File: src/rtl/alu_pkg.sv
// Shared types for the ALU result stage: opcode encoding, result width and the
// buffered result entry (data plus flags captured at accept time).
package alu_pkg;

  localparam int unsigned ALU_WIDTH = 32;

  typedef enum logic [1:0] {
    OP_AND = 2'b00,
    OP_OR  = 2'b01,
    OP_XOR = 2'b10,
    OP_NOR = 2'b11
  } alu_op_t;

  typedef struct packed {
    logic [ALU_WIDTH-1:0] data;
    logic                 zero;
    logic                 neg;
  } alu_entry_t;

  function automatic alu_entry_t make_entry(input logic [ALU_WIDTH-1:0] d);
    alu_entry_t e;
    e.data = d;
    e.zero = (d == '0);
    e.neg  = d[ALU_WIDTH-1];
    return e;
  endfunction

endpackage

File: src/rtl/alu_res_fifo2.sv
// Two-entry in-order buffer of result entries. The head register doubles as the
// output register, so it keeps its last value once the buffer drains.
module alu_res_fifo2
  import alu_pkg::*;
(
  input  logic       clk,
  input  logic       rst_n,
  input  logic       push,
  input  alu_entry_t entry_in,
  input  logic       pop,
  output alu_entry_t head,
  output logic [1:0] count,
  output logic       not_full
);

  alu_entry_t head_q, head_d;
  alu_entry_t tail_q, tail_d;
  logic [1:0] count_q, count_d;
  logic       not_full_q;

  always_comb begin
    head_d  = head_q;
    tail_d  = tail_q;
    count_d = count_q;
    unique case ({push, pop})
      2'b10: begin
        if (count_q == 2'd0) head_d = entry_in;
        else                 tail_d = entry_in;
        count_d = count_q + 2'd1;
      end
      2'b01: begin
        // Draining the last entry leaves head untouched so out_* hold their value.
        if (count_q == 2'd2) head_d = tail_q;
        count_d = count_q - 2'd1;
      end
      2'b11: begin
        if (count_q == 2'd1) head_d = entry_in;
        else begin
          head_d = tail_q;
          tail_d = entry_in;
        end
      end
      default: ;
    endcase
  end

  always_ff @(posedge clk) begin
    if (!rst_n) begin
      head_q     <= '0;
      tail_q     <= '0;
      count_q    <= '0;
      not_full_q <= 1'b1;
    end else begin
      head_q     <= head_d;
      tail_q     <= tail_d;
      count_q    <= count_d;
      not_full_q <= (count_d != 2'd2);
    end
  end

  assign head     = head_q;
  assign count    = count_q;
  assign not_full = not_full_q;

endmodule

File: src/rtl/alu_result_stage.sv
// Registered result stage: picks one bitwise-unit result by opcode, tags it with
// zero/negative flags and buffers up to two entries. ALU_RES_STATS_EN adds stat_count.
module alu_result_stage
  import alu_pkg::*;
#(
  parameter int unsigned WIDTH = ALU_WIDTH,
  parameter int unsigned DEPTH = 2
) (
  input  logic             clk,
  input  logic             rst_n,
  input  logic             in_valid,
  output logic             in_ready,
  input  logic [1:0]       in_op,
  input  logic [WIDTH-1:0] and_y,
  input  logic [WIDTH-1:0] or_y,
  input  logic [WIDTH-1:0] xor_y,
  input  logic [WIDTH-1:0] nor_y,
  output logic             out_valid,
  input  logic             out_ready,
  output logic [WIDTH-1:0] out_data,
  output logic             out_zero,
  output logic             out_neg
`ifdef ALU_RES_STATS_EN
  ,
  output logic [15:0]      stat_count
`endif
);

  if (DEPTH != 2) begin : g_bad_depth
    $error("alu_result_stage: only DEPTH=2 is supported");
  end
  if (WIDTH != ALU_WIDTH) begin : g_bad_width
    $error("alu_result_stage: WIDTH must equal ALU_WIDTH");
  end

  alu_op_t          op;
  logic [WIDTH-1:0] sel_y;
  alu_entry_t       head;
  logic [1:0]       count;
  logic             accept;
  logic             deliver;

  assign op = alu_op_t'(in_op);

  always_comb begin
    sel_y = and_y;
    unique case (op)
      OP_AND: sel_y = and_y;
      OP_OR:  sel_y = or_y;
      OP_XOR: sel_y = xor_y;
      OP_NOR: sel_y = nor_y;
      default: sel_y = and_y;
    endcase
  end

  assign out_valid = (count != 2'd0);
  assign accept    = in_valid & in_ready;
  assign deliver   = out_valid & out_ready;

  alu_res_fifo2 u_fifo (
    .clk      (clk),
    .rst_n    (rst_n),
    .push     (accept),
    .entry_in (make_entry(sel_y)),
    .pop      (deliver),
    .head     (head),
    .count    (count),
    .not_full (in_ready)
  );

  assign out_data = head.data;
  assign out_zero = head.zero;
  assign out_neg  = head.neg;

`ifdef ALU_RES_STATS_EN
  logic [15:0] stat_q;

  always_ff @(posedge clk) begin
    if (!rst_n)                         stat_q <= '0;
    else if (deliver && stat_q != '1)   stat_q <= stat_q + 16'd1;
  end

  assign stat_count = stat_q;
`endif

endmodule

File: config.mk
export PLATFORM = sky130hd
export DESIGN_NAME = alu_result_stage
export DESIGN_NICKNAME = d
export VERILOG_FILES = /design/src/rtl/alu_pkg.sv /design/src/rtl/alu_res_fifo2.sv /design/src/rtl/alu_result_stage.sv
export SDC_FILE = /design/constraint.sdc
export NUM_CORES = 1
export LEC_CHECK = 0
export CAP_MARGIN = 20
export CELL_PAD_IN_SITES_DETAIL_PLACEMENT = 1
export CELL_PAD_IN_SITES_GLOBAL_PLACEMENT = 1
export CORE_MARGIN = 1
export CORE_UTILIZATION = 31
export CTS_BUF_LIST = sky130_fd_sc_hd__clkbuf_8
export DETAILED_ROUTE_END_ITERATION = 12
export GPL_ROUTABILITY_DRIVEN = 0
export PLACE_DENSITY = 0.87
export REMOVE_ABC_BUFFERS = 1
export SKIP_CTS_REPAIR_TIMING = 1
export SYNTH_ARGS = -nofsm -noshare
export SYNTH_HDL_FRONTEND = slang
export SYNTH_SLANG_ARGS = --single-unit
File: constraint.sdc
create_clock -name clk -period 2.8 [get_ports clk]
set_input_delay 0.56 -clock clk [delete_from_list [all_inputs] [get_ports clk]]
set_output_delay 0.56 -clock clk [all_outputs]
set_load 0.01 [all_outputs]
======== Word-level counts from Yosys, hierarchy flattened ========
Cells that the tools add are included.
operators by class
  reductions and logical operators ........ 8
  bitwise operators ....................... 2
  add/subtract/negate cells ............... 2
  equality and inequality tests ........... 13
  mux-type cells .......................... 9
operators by type and width
  operator                                                count
  two-way mux 34 bit                                      5
  one-hot mux 32 bit (4 select lines)                     1
  one-hot mux 34 bit (3 select lines)                     1
  one-hot mux 34 bit (2 select lines)                     1
  zero test 32 bit                                        1
  equality test 2 bit (second input constant)             5
  equality test 2 x 1 -> 1 bit (second input constant)    3
  inequality test 2 bit (second input constant)           3
  AND reduction 3 bit                                     2
  zero test 2 bit                                         2
  inequality test 2 x 1 -> 1 bit (second input constant)  2
  one-hot mux 2 bit (2 select lines)                      1
  nonzero test 2 bit                                      2
  nonzero test 3 bit                                      1
  adder 2 x 1 -> 2 bit (second input constant)            1
  AND 1 bit                                               2
  subtractor 2 x 1 -> 2 bit (second input constant)       1
storage, ports and cells
  logic and storage cells ................. 42
  output and inout bits ................... 36
  flip-flop bits (word level) ............. 71
  input port bits ......................... 134

======== Longest topological paths before layout ========
  depth after elaboration ................. 5
  depth in mapped cells ................... 11
  mapped depth without buffers ............ 9

======== By module ========
From an unflattened synthesis, not the netlist that was laid out.
second synthesis, totals
  cell total of the unflattened synthesis .. 387
  area, all modules ....................... 3,932.5 um^2
by module, submodules not included
  module            area an instance (um^2)  instances  cells each
  alu_res_fifo2     3,051.7                  1          333
  alu_result_stage  880.8                    1          54

======== Worst setup path after synthesis ========
OpenSTA, ideal clock, no wires.
  path type ............................... input -> register
  start ................................... input port in_op[0]
  end ..................................... register u_fifo.head_q, in the netlist u_fifo.head[1]
  setup slack ............................. 338 ps
  arrival time ............................ 2,382 ps
  path buffers ............................ 2
  stages on the path ...................... 7
  data required time ...................... 2,721 ps
  cell sequence ........................... buf_6 -> buf_12 -> mux4_2 -> nor4_2 -> nand2_1 -> or4_4 -> a211oi_2
on the way
  longest elaborated chain between the ends .. 5
  elaborated cells on any way between the ends .. 9
ends and longest elaborated chain
  item                                               RTL line                                  RTL
  start: declaration                                 alu_result_stage.sv:13                    input logic [1:0] in_op,
  equality test 2 bit, or another cell as far along  alu_result_stage.sv:47                    unique case (op)
  one-hot mux 32 bit (4 select lines) (*)            alu_result_stage.sv:47
  zero test 32 bit (*)                               alu_pkg.sv:23                             e.zero = (d == '0);
  two-way mux 34 bit, on equally long branches       alu_res_fifo2.sv:37, alu_res_fifo2.sv:27
  one-hot mux 34 bit (3 select lines) (*)            alu_res_fifo2.sv:25                       unique case ({push, pop})
  end signal: assignment                             alu_res_fifo2.sv:49                       head_q <= '0;
  end signal: assignment                             alu_res_fifo2.sv:54                       head_q <= head_d;
  end: declaration                                   alu_res_fifo2.sv:16                       alu_entry_t head_q, head_d;
Mark *: on every way between the ends. The rest lies on a longest branch, timed or not. The select of a mux whose other input is x is not followed.
A chain may end at the register's enable or synchronous reset.

======== Worst setup path after layout ========
  start ................................... register u_fifo.count_q[0], in the netlist u_fifo.count[0]
  end ..................................... register u_fifo.head_q, in the netlist u_fifo.head[28]
on the way
  longest elaborated chain between the ends .. 5
  elaborated cells on any way between the ends .. 14
ends and longest elaborated chain
  item                                                                                          RTL line                RTL
  start: declaration                                                                            alu_res_fifo2.sv:18     logic [1:0] count_q, count_d;
  start signal: assignment                                                                      alu_res_fifo2.sv:56     count_q <= count_d;
  nonzero test 2 bit                                                                            alu_result_stage.sv:56  assign out_valid = (count != 2'd0);
  AND 1 bit                                                                                     alu_result_stage.sv:58  assign deliver = out_valid & out_ready;
  equality test 2 x 1 -> 1 bit / equality test 2 bit (equally long branches)                    alu_res_fifo2.sv:25
  inequality test 2 x 1 -> 1 bit (no source line) / nonzero test 3 bit (equally long branches)  --
  AND reduction 3 bit (no source line)                                                          --
Parallel ways exist; a longest one is shown, timed or not.

==> impl_metrics.csv <==
group,metric,value,unit
setup_path,path_class,"reg -> reg",
timing,maxSlewHeadroom,0.554,
timing,fmax,381,MHz
setup_path,cp.arrival,2.82,ns
pwr,p_sw,0.00178,W
timing,setup_viol,0,
setup_path,r2r-start,"u_fifo.count[0]",
global_route,grtUsageMet3,0.0415,
routing,dr.pass1.iters,8,
global_route,grt_pass1_vias,4193,
die,start_util,0.317,
logic_synthesis,syn_area,3610,um^2
clock_network,cts_sinks,69,
die,coreArea,11400,um^2
layout,final_common_cell,"clkdlybuf4s50_1",
logic_synthesis,synth.distinct_cells,26,
global_route,grt_max_degree,37,
layout,final_cells,704,
placed_design,numPortBuffers,169,
pwr,power,0.00478,W
routing,wl,12900,um
timing,hold_violations,0,
clock_network,cts_tree,"yes",
die,die_area,12100,um^2
timing,setup-tns-final,0,ns
timing,fin_ws,0.179,ns
pwr,p_sw_frac,0.373,
flow_run,maxCapViolations,0,
layout,fillers,1274,
clock_network,cts_inserted_buffers,9,
routing,vias_per_cell,5.43,
placed_design,post-dp-hpwl,9770,um
clock_network,clockBufferDepth,2,
min_path,hold_class,"reg -> reg",
die,die_w,110,um
layout,fin_area,5790,um^2
timing,finalCritPeriodShare,0.936,
global_route,grt-busiest-layer,"met2",
placed_design,place_inst,688,
min_path,hold_path.startpoint,"u_fifo.tail_q[2]",
global_route,grt_overflow,0,
clock_network,worstSkewPairLatency,0.35,ns
die,pin_count,170,
pwr,powerDensity,825,nW/um^2
pwr,leakagePower,2.11,nW
pwr,intPower,0.00300,W
setup_path,setup.worst_path.start,"u_fifo.count[0]",
routing,vias,3823,
clock_network,clockRootBuffer,"clkbuf_8",
logic_synthesis,yosysWarningCount,0,
global_route,antenna_found_initial,0,
layout,layout-drive-gt1-share,0.157,
clock_network,clk_pin_slew_worst_paths,0.07,ns
routing,drt_iter0_markers,120,
logic_synthesis,seq_area_frac_synth,0.383,
routing,drt-wirelength-per-cell,18.3,um
pwr,clock_power_share,0.198,
global_route,grt_usage,0.223,
pwr,power_frac_seq,0.311,
placed_design,pre_cts_ws,-0.124,ns
layout,most-common-layout-cells,"167 x clkdlybuf4s50_1, 73 x nand2_1, 69 x dfxtp_1",
global_route,grt_pass1_wl,20400,um
die,die_h,110,um
routing,postRouteAntennaNets,0,
clock_network,htree_levels,3,
timing,clock_skew,0.00800,ns
pwr,pwr-share-comb,0.491,
placed_design,place_area,5560,um^2
global_route,grt.met1_usage,0.239,
setup_path,critPathLaunchType,"flop",
logic_synthesis,syn_inst,382,
run_status,outcome,"finished with violations",
global_route,grt_use_met2,0.422,
run_status,violations,"DRC",
setup_path,worstPathMaxFanout,16,
layout,n_antenna_cell,0,
setup_path,critPathRequiredTime,3.00,ns
die,fp-row-count,39,
logic_synthesis,synth.avg_cell_area,9.45,um^2
timing,worst_pin_slew,0.667,ns
pwr,peakVddDrop,0.000392,V
layout,synthToLayoutAreaGrowth,60.6,%
timing,period_needed,2.62,ns
timing,maxSlewViolCount,0,
setup_path,end_kind,"flop",
routing,drc,1,
timing,rsz0062_at_grt,"false",
logic_synthesis,ys_seq_elements,69,
layout,nets,697,
## worst max-delay path, stage by stage (launching register included)
cell      delay [ns]
dfxtp_1         0.40
inv_1           0.09
ha_1            0.26
nor2b_1         0.22
inv_1           0.12
ha_1            0.24
nor2b_1         0.16
or3_1           0.37
buf_4           0.23
a221oi_1        0.28
nor3_1          0.10
## sequential cells by signal, summed over array words and instances, names as in the netlist
register	flops
u_fifo.tail_q	33
u_fifo.head	33
u_fifo.not_full	1
u_fifo.count	2
## metal layers
metal,vias to the layer above,routed length [um]
met1,1897,4840
met2,143,6930
li1,1761,-
met5,-,0
met3,22,754
met4,0,324
## Yosys cell counts
cell type,n,area share
nor2b_1,4,0.0069
nor2_1,34,0.035
buf_4,2,0.0042
a211oi_2,1,0.0035
buf_1,5,0.0052
nor3_1,33,0.046
nor4_1,4,0.0069
nand2_1,73,0.076
inv_1,7,0.0073
or3_1,1,0.0017
a21oi_1,35,0.049
dfxtp_1,69,0.38
clkbuf_1,25,0.026
or4_4,1,0.0031
mux4_1,1,0.0073
nor4_2,4,0.014
buf_6,2,0.0062
and3_1,1,0.0017
nand3_1,3,0.0042
o21ai_0,2,0.0028
o31ai_2,1,0.0035
a211oi_1,3,0.0062
buf_12,1,0.0055
a221oi_1,32,0.078
mux4_2,31,0.19
ha_1,7,0.024
## area by class of cell
class	instances	area (um^2)	area share
Clock inverter	5	81.3	0.0140
Clock buffer	11	151	0.0261
Sequential cell	69	1380	0.238
Tap cell	143	179	0.0309
Multi-Input combinational cell	271	2040	0.352
Inverter	7	26.3	0.00453
Timing Repair Buffer	198	1940	0.334
## cells by family (layout without fill, tap and decap cells)
family / Yosys count / in the layout / share of synthesized area
simple gates: 158 / 158 / 0.196
mux: 32 / 32 / 0.201
buf+inv: 42 / 221 / 0.0544
compound gates: 74 / 74 / 0.142
fa+ha+maj: 7 / 7 / 0.0243
flops: 69 / 69 / 0.383
## power groups by stage
stage                     registers, W  logic [W]  clock network, W
final                          0.00149    0.00235          0.000947
after global routing           0.00154    0.00258           0.00102
after global placement         0.00149    0.00226                 0
after detailed placement       0.00151    0.00237                 0
after CTS                      0.00149    0.00238          0.000966
after floorplan                0.00159    0.00105                 0
## metrics by stage
stage / util / hold WS (ns)
after floorplan: - / 0.436
after global placement: 0.489 / 0.441
after detailed placement: 0.489 / 0.450
after CTS: 0.510 / 0.459
after global routing: 0.510 / 0.490
final: 0.510 / 0.456
## worst paths after layout
| check | slack, ns | cells after the start | end |
|---|---|---|---|
| hold / removal | 0.46 | 2 | u_fifo.tail_q[2] |
| setup / recovery | 0.18 | 10 | u_fifo.head[28] |
| setup reg to reg | 0.18 | 10 | u_fifo.head[28] |
| hold reg to reg | 0.46 | 2 | u_fifo.tail_q[2] |
No activity file was read; power rests on OpenSTA's default activity.
